`src/rtl/fractal_axis_packer.sv`:
```
// fractal_axis_packer
// Repacks the colour-stage pixel stream (frame_start / line_end / data_enable,
// no backpressure) into AXI4-Stream video with tuser = SOF and tlast = EOL.
// A small FIFO absorbs downstream stalls. The last FIFO slot is the output
// register itself, so every m_axis_* signal comes straight from a flop.
// If the FIFO overflows, the rest of the frame is dropped and the block
// waits for the next frame start before it writes again.
//
// state   | meaning
// --------+---------------------------------------------------------------
// ST_SYNC | out of sync; discard beats until a frame_start beat arrives
// ST_RUN  | in frame; every beat is written (or dropped on overflow)
// ST_DROP | overflowed; discard the rest of the frame, FIFO keeps draining
module fractal_axis_packer #(
  parameter int DATA_WIDTH = 24,
  parameter int FIFO_DEPTH = 16
) (
  input  logic                          clk,
  input  logic                          reset,
  input  logic [DATA_WIDTH-1:0]         data_in,
  input  logic                          frame_start_in,
  input  logic                          line_end_in,
  input  logic                          data_enable_in,
  output logic [DATA_WIDTH-1:0]         m_axis_tdata,
  output logic                          m_axis_tuser,
  output logic                          m_axis_tlast,
  output logic                          m_axis_tvalid,
  input  logic                          m_axis_tready,
  input  logic                          clear_overflow,
  output logic                          overflow,
  output logic [$clog2(FIFO_DEPTH):0]   fifo_level,
  output logic [15:0]                   frames_out
);

  localparam int LVL_W     = $clog2(FIFO_DEPTH) + 1;
  localparam int PTR_W     = $clog2(FIFO_DEPTH);
  localparam int RAM_DEPTH = FIFO_DEPTH - 1;   // one slot lives in the output register
  localparam int ENTRY_W   = DATA_WIDTH + 2;   // {tlast, tuser, tdata}

  localparam logic [LVL_W-1:0] LVL_ONE  = LVL_W'(1);
  localparam logic [LVL_W-1:0] LVL_FULL = LVL_W'(FIFO_DEPTH);
  localparam logic [PTR_W-1:0] PTR_ONE  = PTR_W'(1);
  localparam logic [PTR_W-1:0] PTR_LAST = PTR_W'(RAM_DEPTH - 1);
  localparam logic [15:0]      FRM_ONE  = 16'd1;

  typedef enum logic [1:0] {
    ST_SYNC = 2'd0,
    ST_RUN  = 2'd1,
    ST_DROP = 2'd2
  } state_t;

  state_t               state_q, state_d;
  logic [ENTRY_W-1:0]   mem_q [RAM_DEPTH];
  logic [PTR_W-1:0]     wr_ptr_q, wr_ptr_d;
  logic [PTR_W-1:0]     rd_ptr_q, rd_ptr_d;
  logic [LVL_W-1:0]     ram_cnt_q, ram_cnt_d;
  logic [LVL_W-1:0]     level_q, level_d;
  logic                 out_valid_q, out_valid_d;
  logic [ENTRY_W-1:0]   out_entry_q, out_entry_d;
  logic                 overflow_q, overflow_d;
  logic [15:0]          frames_q, frames_d;

  logic [ENTRY_W-1:0]   entry_in;
  logic                 beat;
  logic                 pop;
  logic                 space;
  logic                 wr_en;
  logic                 drop;
  logic                 ram_wr;
  logic                 ram_rd;
  logic                 load_out;

  function automatic logic [PTR_W-1:0] ptr_inc(input logic [PTR_W-1:0] p);
    return (p == PTR_LAST) ? '0 : p + PTR_ONE;
  endfunction

  assign entry_in = {line_end_in, frame_start_in, data_in};
  assign beat     = data_enable_in;
  assign pop      = out_valid_q & m_axis_tready;
  // A pop in the same cycle frees a slot, so a full FIFO can still take a beat.
  assign space    = (level_q != LVL_FULL) | pop;

  // Frame-sync FSM: decides whether this cycle's beat is written, discarded or dropped.
  always_comb begin
    state_d = state_q;
    wr_en   = 1'b0;
    drop    = 1'b0;
    case (state_q)
      ST_SYNC, ST_DROP: begin
        if (beat && frame_start_in) begin
          if (space) begin
            wr_en   = 1'b1;
            state_d = ST_RUN;
          end else begin
            drop    = 1'b1;
            state_d = ST_DROP;
          end
        end
      end
      ST_RUN: begin
        if (beat) begin
          if (space) begin
            wr_en = 1'b1;
          end else begin
            drop    = 1'b1;
            state_d = ST_DROP;
          end
        end
      end
      default: state_d = ST_SYNC;
    endcase
  end

  // FIFO datapath: refill the output register from the RAM, or bypass the
  // incoming beat straight into it when the RAM is empty.
  always_comb begin
    out_valid_d = out_valid_q;
    out_entry_d = out_entry_q;
    ram_wr      = 1'b0;
    ram_rd      = 1'b0;
    load_out    = ~out_valid_q | pop;
    if (load_out) begin
      if (ram_cnt_q != '0) begin
        ram_rd      = 1'b1;
        ram_wr      = wr_en;
        out_valid_d = 1'b1;
        out_entry_d = mem_q[rd_ptr_q];
      end else if (wr_en) begin
        out_valid_d = 1'b1;
        out_entry_d = entry_in;
      end else begin
        out_valid_d = 1'b0;
      end
    end else begin
      ram_wr = wr_en;
    end
  end

  // Pointer, occupancy and status bookkeeping.
  always_comb begin
    wr_ptr_d  = ram_wr ? ptr_inc(wr_ptr_q) : wr_ptr_q;
    rd_ptr_d  = ram_rd ? ptr_inc(rd_ptr_q) : rd_ptr_q;

    ram_cnt_d = ram_cnt_q;
    case ({ram_wr, ram_rd})
      2'b10:   ram_cnt_d = ram_cnt_q + LVL_ONE;
      2'b01:   ram_cnt_d = ram_cnt_q - LVL_ONE;
      default: ram_cnt_d = ram_cnt_q;
    endcase

    level_d = level_q;
    case ({wr_en, pop})
      2'b10:   level_d = level_q + LVL_ONE;
      2'b01:   level_d = level_q - LVL_ONE;
      default: level_d = level_q;
    endcase

    // A drop in the same cycle as a clear request wins, so no loss goes unreported.
    overflow_d = drop | (overflow_q & ~clear_overflow);

    frames_d = frames_q;
    if (pop && out_entry_q[DATA_WIDTH]) begin
      frames_d = frames_q + FRM_ONE;
    end
  end

  // Control and output registers; reset discards all FIFO content.
  always_ff @(posedge clk or posedge reset) begin
    if (reset) begin
      state_q     <= ST_SYNC;
      wr_ptr_q    <= '0;
      rd_ptr_q    <= '0;
      ram_cnt_q   <= '0;
      level_q     <= '0;
      out_valid_q <= 1'b0;
      out_entry_q <= '0;
      overflow_q  <= 1'b0;
      frames_q    <= '0;
    end else begin
      state_q     <= state_d;
      wr_ptr_q    <= wr_ptr_d;
      rd_ptr_q    <= rd_ptr_d;
      ram_cnt_q   <= ram_cnt_d;
      level_q     <= level_d;
      out_valid_q <= out_valid_d;
      out_entry_q <= out_entry_d;
      overflow_q  <= overflow_d;
      frames_q    <= frames_d;
    end
  end

  // FIFO storage; contents are don't-care until written, so no reset is needed.
  always_ff @(posedge clk) begin
    if (ram_wr) begin
      mem_q[wr_ptr_q] <= entry_in;
    end
  end

  assign m_axis_tvalid = out_valid_q;
  assign m_axis_tdata  = out_entry_q[DATA_WIDTH-1:0];
  assign m_axis_tuser  = out_entry_q[DATA_WIDTH];
  assign m_axis_tlast  = out_entry_q[DATA_WIDTH+1];
  assign overflow      = overflow_q;
  assign fifo_level    = level_q;
  assign frames_out    = frames_q;

endmodule

```
`config.mk`:
```
export PLATFORM = sky130hd
export DESIGN_NAME = fractal_axis_packer
export DESIGN_NICKNAME = d
export VERILOG_FILES = /design/src/rtl/fractal_axis_packer.sv
export SDC_FILE = /design/constraint.sdc
export NUM_CORES = 1
export LEC_CHECK = 0
export ABC_AREA = 0
export BUFFER_PORTS_ARGS = -buffer_cell sky130_fd_sc_hd__buf_2
export CAP_MARGIN = 10
export CORE_MARGIN = 3
export CORE_UTILIZATION = 53
export DETAILED_ROUTE_END_ITERATION = 7
export GPL_TIMING_DRIVEN = 0
export PLACE_DENSITY = 0.7
export SETUP_SLACK_MARGIN = 0.15
export SYNTH_ARGS = -nofsm -noshare
export SYNTH_HDL_FRONTEND = slang
export SYNTH_SLANG_ARGS = --single-unit
```
`constraint.sdc`:
```
create_clock -name clk -period 5.25 [get_ports clk]
set_clock_uncertainty 0.2 [all_clocks]
set_input_delay 0.525 -clock clk [delete_from_list [all_inputs] [get_ports clk]]
set_output_delay 0.525 -clock clk [all_outputs]
set_load 0.05 [all_outputs]
```
# After elaboration in Yosys (flattened, before gate mapping)
# Memories as Yosys holds them, arrays and structs flattened.
# Index checks and enable logic that the tools add are counted.
[word_totals]
register_bits = 64
ramBits = 390
out_inout_bits = 49
mem_count = 1
[mem_list]
columns = ["memory", "depth", "word_bits", "rd", "rd_ports_with_merged_regs", "wr", "line", "text"]
rows = [
  ["mem_q", 15, 26, 1, 0, 1, "53", "logic [ENTRY_W-1:0] mem_q [RAM_DEPTH];"],
]
[op_classes]
add_sub_neg = 7
eq_ne = 12
n_mux = 27
bitwise_logic = 7
reduce_logical = 10
[ops]
columns = ["op", "count"]
rows = [
  ["2-to-1 mux 26 bit", 2],
  ["one-hot mux 5 bit (2 select lines)", 2],
  ["adder 16 x 1 -> 16 bit, second input constant", 1],
  ["2-to-1 mux 1 bit", 14],
  ["adder 5 x 1 -> 5 bit, second input constant", 2],
  ["subtractor 5 x 1 -> 5 bit, second input constant", 2],
  ["adder 4 x 1 -> 4 bit, second input constant", 2],
  ["== test 4 bit, second input constant", 2],
  ["2-to-1 mux 2 bit", 4],
  ["2-to-1 mux 4 bit", 2],
  ["== test 2 x 1 -> 1 bit, second input constant", 3],
  ["== test 2 bit, second input constant", 3],
  ["!= test 2 bit, second input constant", 3],
  ["nonzero test 2 bit", 3],
  ["!= test 5 bit, second input constant", 1],
  ["nonzero test 5 bit", 1],
  ["one-hot mux 1 bit (2 select lines)", 2],
  ["one-hot mux 2 bit (2 select lines)", 1],
  ["OR 1 bit", 3],
  ["AND reduction 3 bit", 1],
  ["bitwise AND 1 bit", 2],
  ["logical AND 1 bit", 2],
  ["logical NOT 2 bit", 1],
  ["NOT 1 bit", 2],
  ["other kinds (2)", 2],
]

# Depth between registers and ports, before layout
[depth]
ltp_word = 9
mapped_depth = 14
depth_no_buf = 12

# Worst setup path after synthesis
# No wires, ideal clock.
[synth_path]
kind = "reg-to-reg"
startpoint = "reg out_valid_q (netlist: m_axis_tvalid)"
endpoint = "mem mem_q[0][0] (netlist name), enable pin"
arrival_time_ns = 4.105
required_ns = 4.575
path_slack_ns = 0.471
stages_incl_launch_ff = 7
n_path_buf = 1
synth_period_minus_slack_ns = 4.779
cell_sequence = "dfrtp_1 -> nor2b_1 -> clkbuf_1 -> nor3_2 -> nor3_2 -> nand2b_1 -> nor4_1"
[synth_between]
elab_chain_len = 9
word_cells_on_any_way = 12
cone_classes = "8 x mux; 4 x bitwise"
[synth_lines]
columns = ["element", "line", "text"]
rows = [
  ["start: declaration", "58", "logic out_valid_q, out_valid_d;"],
  ["start signal: assignment", "185", "out_valid_q <= out_valid_d;"],
  ["bitwise AND 1 bit", "79", "assign pop = out_valid_q & m_axis_tready;"],
  ["OR 1 bit", "81", "assign space = (level_q != LVL_FULL) | pop;"],
  ["2-to-1 mux 1 bit", "91, 102", ""],
  ["2-to-1 mux 1 bit (on tied branches)", "101, 90", ""],
  ["one-hot mux 1 bit (2 select lines)", "88", "case (state_q)"],
  ["2-to-1 mux 1 bit", "123", "if (ram_cnt_q != '0) begin"],
  ["2-to-1 mux 1 bit *", "122", "if (load_out) begin"],
  ["2-to-1 mux 1 bit *", "194", "if (ram_wr) begin"],
  ["2-to-1 mux 1 bit (not written as such) *", "195", "mem_q[wr_ptr_q] <= entry_in;"],
  ["end: declaration", "53", ""],
]
# Mark *: on every way between the ends. The rest lies on a longest branch, timed or not.

# Worst setup path after layout
[layout_path]
startpoint = "reg ram_cnt_q[1]"
endpoint = "reg ram_cnt_q[4]"
[layout_between]
elab_chain_len = 5
word_cells_on_any_way = 11
cone_classes = "2 x add/sub; 2 x eq/ne; 5 x mux; 2 x reduce/logical"
[layout_lines]
columns = ["element", "line", "text"]
rows = [
  ["start: declaration", "56", "logic [LVL_W-1:0] ram_cnt_q, ram_cnt_d;"],
  ["start signal: assignment", "183", "ram_cnt_q <= ram_cnt_d;"],
  ["nonzero test 5 bit *", "123", ""],
  ["2-to-1 mux 1 bit *", "123", ""],
  ["2-to-1 mux 1 bit *", "122", ""],
  ["net ram_rd", "70", "logic ram_rd;"],
  ["== test 2 x 1 -> 1 bit / == test 2 bit (equally long branches)", "145", "case ({ram_wr, ram_rd})"],
  ["one-hot mux 5 bit (2 select lines) / nonzero test 2 bit (equally long branches)", "--", ""],
]
# Mark *: on every way through the listed nets, which the timed path passes. The rest lies on a longest branch.
# A chain may end at the register's enable or synchronous reset.

==> flow_summary.toml <==
[run_status]
status = "complete, but fails checks"
violations = "negative hold slack"

[grt]
grt_util_met3_pct = 4.03
grt_max_degree = 65
grt_most_used_layer = "met2"
grt_overflow = 0
antenna_found_initial = 1
gr-usage-all-layers_pct = 23.0
grt_first_pass_wirelength_um = 63100
use_met2_pct = 36.8
grtUsageMet1_pct = 33.1
grt_pass1_vias = 10400

[setup_path]
cp_data_arrival_time_ns = 4.08
cp.depth = 14
cp_common_cell = "ha_1"
endpoint = "ram_cnt_q[4]"
end_kind = "flop"
cp_max_fo = 9
crit_required_ns = 5.52
cp_cell_sequence = "buf_2, or4_1, nor2_2, or2_2, inv_2, ha_1, clkbuf_1, xor2_1, ha_1, inv_1, o21ai_0, a21o_1, a221oi_1, xnor2_1"
reg2reg_depth = 14
r2r_slack_ns = 1.44
r2r_end = "ram_cnt_q[4]"
worstSetupStartpointType = "flop"
critPathMaxStageDelay_ns = 0.53
r2r-start = "ram_cnt_q[1]"
crit_type = "reg2reg"
critPathSlowestCell = "or4_1"
setup.worst_path.start = "ram_cnt_q[1]"
crit_family = "simple AND/OR/NAND/NOR gates"
cp_num_buf_inv = 4

[synthesis]
ys_types = 57
ys_seq_area_share_pct = 73.0
yosysTopAreaCell = "edfxtp_1"
synth_nets = 1098
synth.top_cells.by_area = "edfxtp_1, dfrtp_1, mux4_2, mux2_2, mux2i_1"
syn_area_per_cell_um2 = 17.2
synth_top_family_by_area = "multiplexers"
synthAdderAreaFrac_pct = 0.728
synth_top_area_share_pct = 64.3
syn-cell-area_um2 = 18200
synth-compound-area-share_pct = 6.95
yosys.area_share.simple_pct = 3.57
synthMuxAreaShare_pct = 12.6
synth_edf_count = 390
synthArstFlopShare_pct = 14.1
synth-xor-area-share_pct = 1.20
ys_warn_count = 0
synth_seq_cells = 454
netlist_instances = 1057
synth_ff_type = "edfxtp_1"

[floorplanning]
io_pins = 80
die_height_um = 191
coreArea_um2 = 33700
dieArea_um2 = 36600
die_w_um = 191
placementRows = 67
start_util_pct = 54.1

[power_and_ir_drop]
pwr-share-seq_pct = 39.4
powerDensity_nw_per_um2 = 550
combPwrFrac_pct = 34.2
clkPwrFrac_pct = 26.4
sw_frac_of_total_pct = 34.4
p_leak_nw = 7.36
cellInternalPower_w = 0.00764
ir_worst_vdd_v = 0.000330
design_power_total_w = 0.0116
power.switching_w = 0.00400

[route]
via_count = 10300
drc_errors = 0
drt_iter0_markers = 1032
wl_um = 41500
via_per_inst = 6.04
ant_nets = 0
wl_per_cell_um = 24.2
firstDrtPassIters = 5

[placed_design]
io_buffers = 79
dpl.hpwl_um = 27800
gp_congestion = 0.785
dpl_cell_area_um2 = 19700

[sta]
grt_setup_unrepaired = "no"
final_max_slew_viol_count = 0
relSlewSlack_pct = 27.7
layout_min_cycle_time_ns = 3.81
setup_viol = 0
timing.hold.ws_ns = -0.00792
worst_slew_pin_slew_ns = 1.08
fmax_ghz = 0.263
setup_tns_ns = 0
fin_crit_sh_pct = 72.5
finalHoldViolations = 12

[min_path]
hp-class = "in2async"

[clock_tree]
ctsHoldBuffers = 1
cts.sinks = 454
h-tree-depth = 2
post-cts-setup-buffers = 0
clkTransAtPathRegs_ns = 0.06
cts-buffers-inserted = 47
clockRootBuffer = "clkbuf_16"
tritoncts = "built"
cts_buffer_depth = 3
cts_resized = 0
clk_latency_ns = 0.54

[run]
maxCapViolCount = 0

[layout]
syn2layout_area_growth_pct = 16.0
nets = 1270
fin_area_um2 = 21100
fillCellCount = 2409
utilization_pct = 62.7
drive_gt1_share_pct = 27.6
n_antenna_cell = 0
## through the flow
stage,cells,setup slack (ns)
after floorplan,1057,0.471
after global placement,1584,-2.86
final,1714,1.44
after global routing,1714,1.14
after detailed placement,1627,1.43
after CTS,1714,1.41
## cell families (layout without fill, tap and decap cells)
group | Yosys count | count (layout)
DFF | 454 | 454
AOI/OAI and AO/OA | 195 | 195
muxes | 165 | 165
and+or+nand+nor | 131 | 131
buffers and inverters | 77 | 286
xor gates and xnor gates | 25 | 25
adders and majority gates | 10 | 10
## how the worst min path moves through the flow
stage | cells after the start | to | from
2_1_floorplan | 1 | state_q[1] | state_q[0]
3_3_place_gp | 1 | frames_out[15] | frames_out[15]
3_5_place_dp | 1 | frames_out[6] | frames_out[6]
4_1_cts | 2 | frames_out[0] | reset
5_1_grt | 2 | frames_out[0] | reset
6_report | 2 | frames_out[0] | reset
## Yosys cell counts (18+ instances only)
cell type / instances
edfxtp_1: 390
dfrtp_1: 64
mux2_2: 64
mux2i_1: 55
mux4_2: 45
o21ai_0: 42
o21ai_1: 39
o22ai_1: 38
nand2_1: 35
nor2_1: 31
buf_2: 29
clkbuf_1: 29
o221ai_1: 18
## metal layers
metal,vias to the layer above,part of all wire [%]
li1,4557,-
met1,5308,43
met2,399,48
met3,78,7.2
met4,2,2.3
met5,-,0.031
## layout make-up
class / instances / area [um2] / share of cell area, %
flip-flops and latches: 454 / 13300 / 63.0
multi-input cells: 526 / 4650 / 22.0
clock buffers: 72 / 1310 / 6.20
repair buffers: 123 / 868 / 4.11
well taps: 448 / 561 / 2.65
plain buffers: 64 / 295 / 1.40
clock inverters: 14 / 95.1 / 0.450
inverters: 13 / 51.3 / 0.243
## cells in the final DEF (no fill, tap or decap), drive strengths merged, types with 8 or more instances in the layout
master,Yosys,layout
edfxtp,390,390
buf,35,157
clkbuf,29,101
o21ai,81,81
mux2,65,65
dfrtp,64,64
mux2i,55,55
mux4,45,45
o22ai,38,38
nand2,35,35
nor2,32,32
o221ai,18,18
nor3,18,18
inv,13,14
xnor2,13,13
xor2,12,12
clkinv,0,11
nor2b,9,9
ha,9,9
nand2b,8,8
## worst reg2reg max path, cell delays in order, from the launching register on
cell	delay [ns]
dfrtp_1	0.35
buf_2	0.16
or4_1	0.53
nor2_2	0.52
or2_2	0.29
inv_2	0.08
ha_1	0.20
clkbuf_1	0.19
xor2_1	0.19
ha_1	0.23
inv_1	0.05
o21ai_0	0.06
a21o_1	0.18
a221oi_1	0.34
xnor2_1	0.15
## flip-flops by register name, summed over array words and instances, names as in the netlist
signal,count
fifo_level,5
mem_q,390
state_q,2
overflow,1
ram_cnt_q,5
wr_ptr_q,4
frames_out,16
out_entry_q,26
m_axis_tvalid,1
rd_ptr_q,4
## power groups by stage
stage	clock network [W]	logic, W	registers (W)
after floorplan	0	0.00233	0.00510
final	0.00307	0.00398	0.00458
after CTS	0.00311	0.00399	0.00459
after global placement	0	0.00379	0.00468
after global routing	0.00326	0.00429	0.00462
after detailed placement	0	0.00398	0.00466
Note: power is estimated with default switching activity, not from simulation.
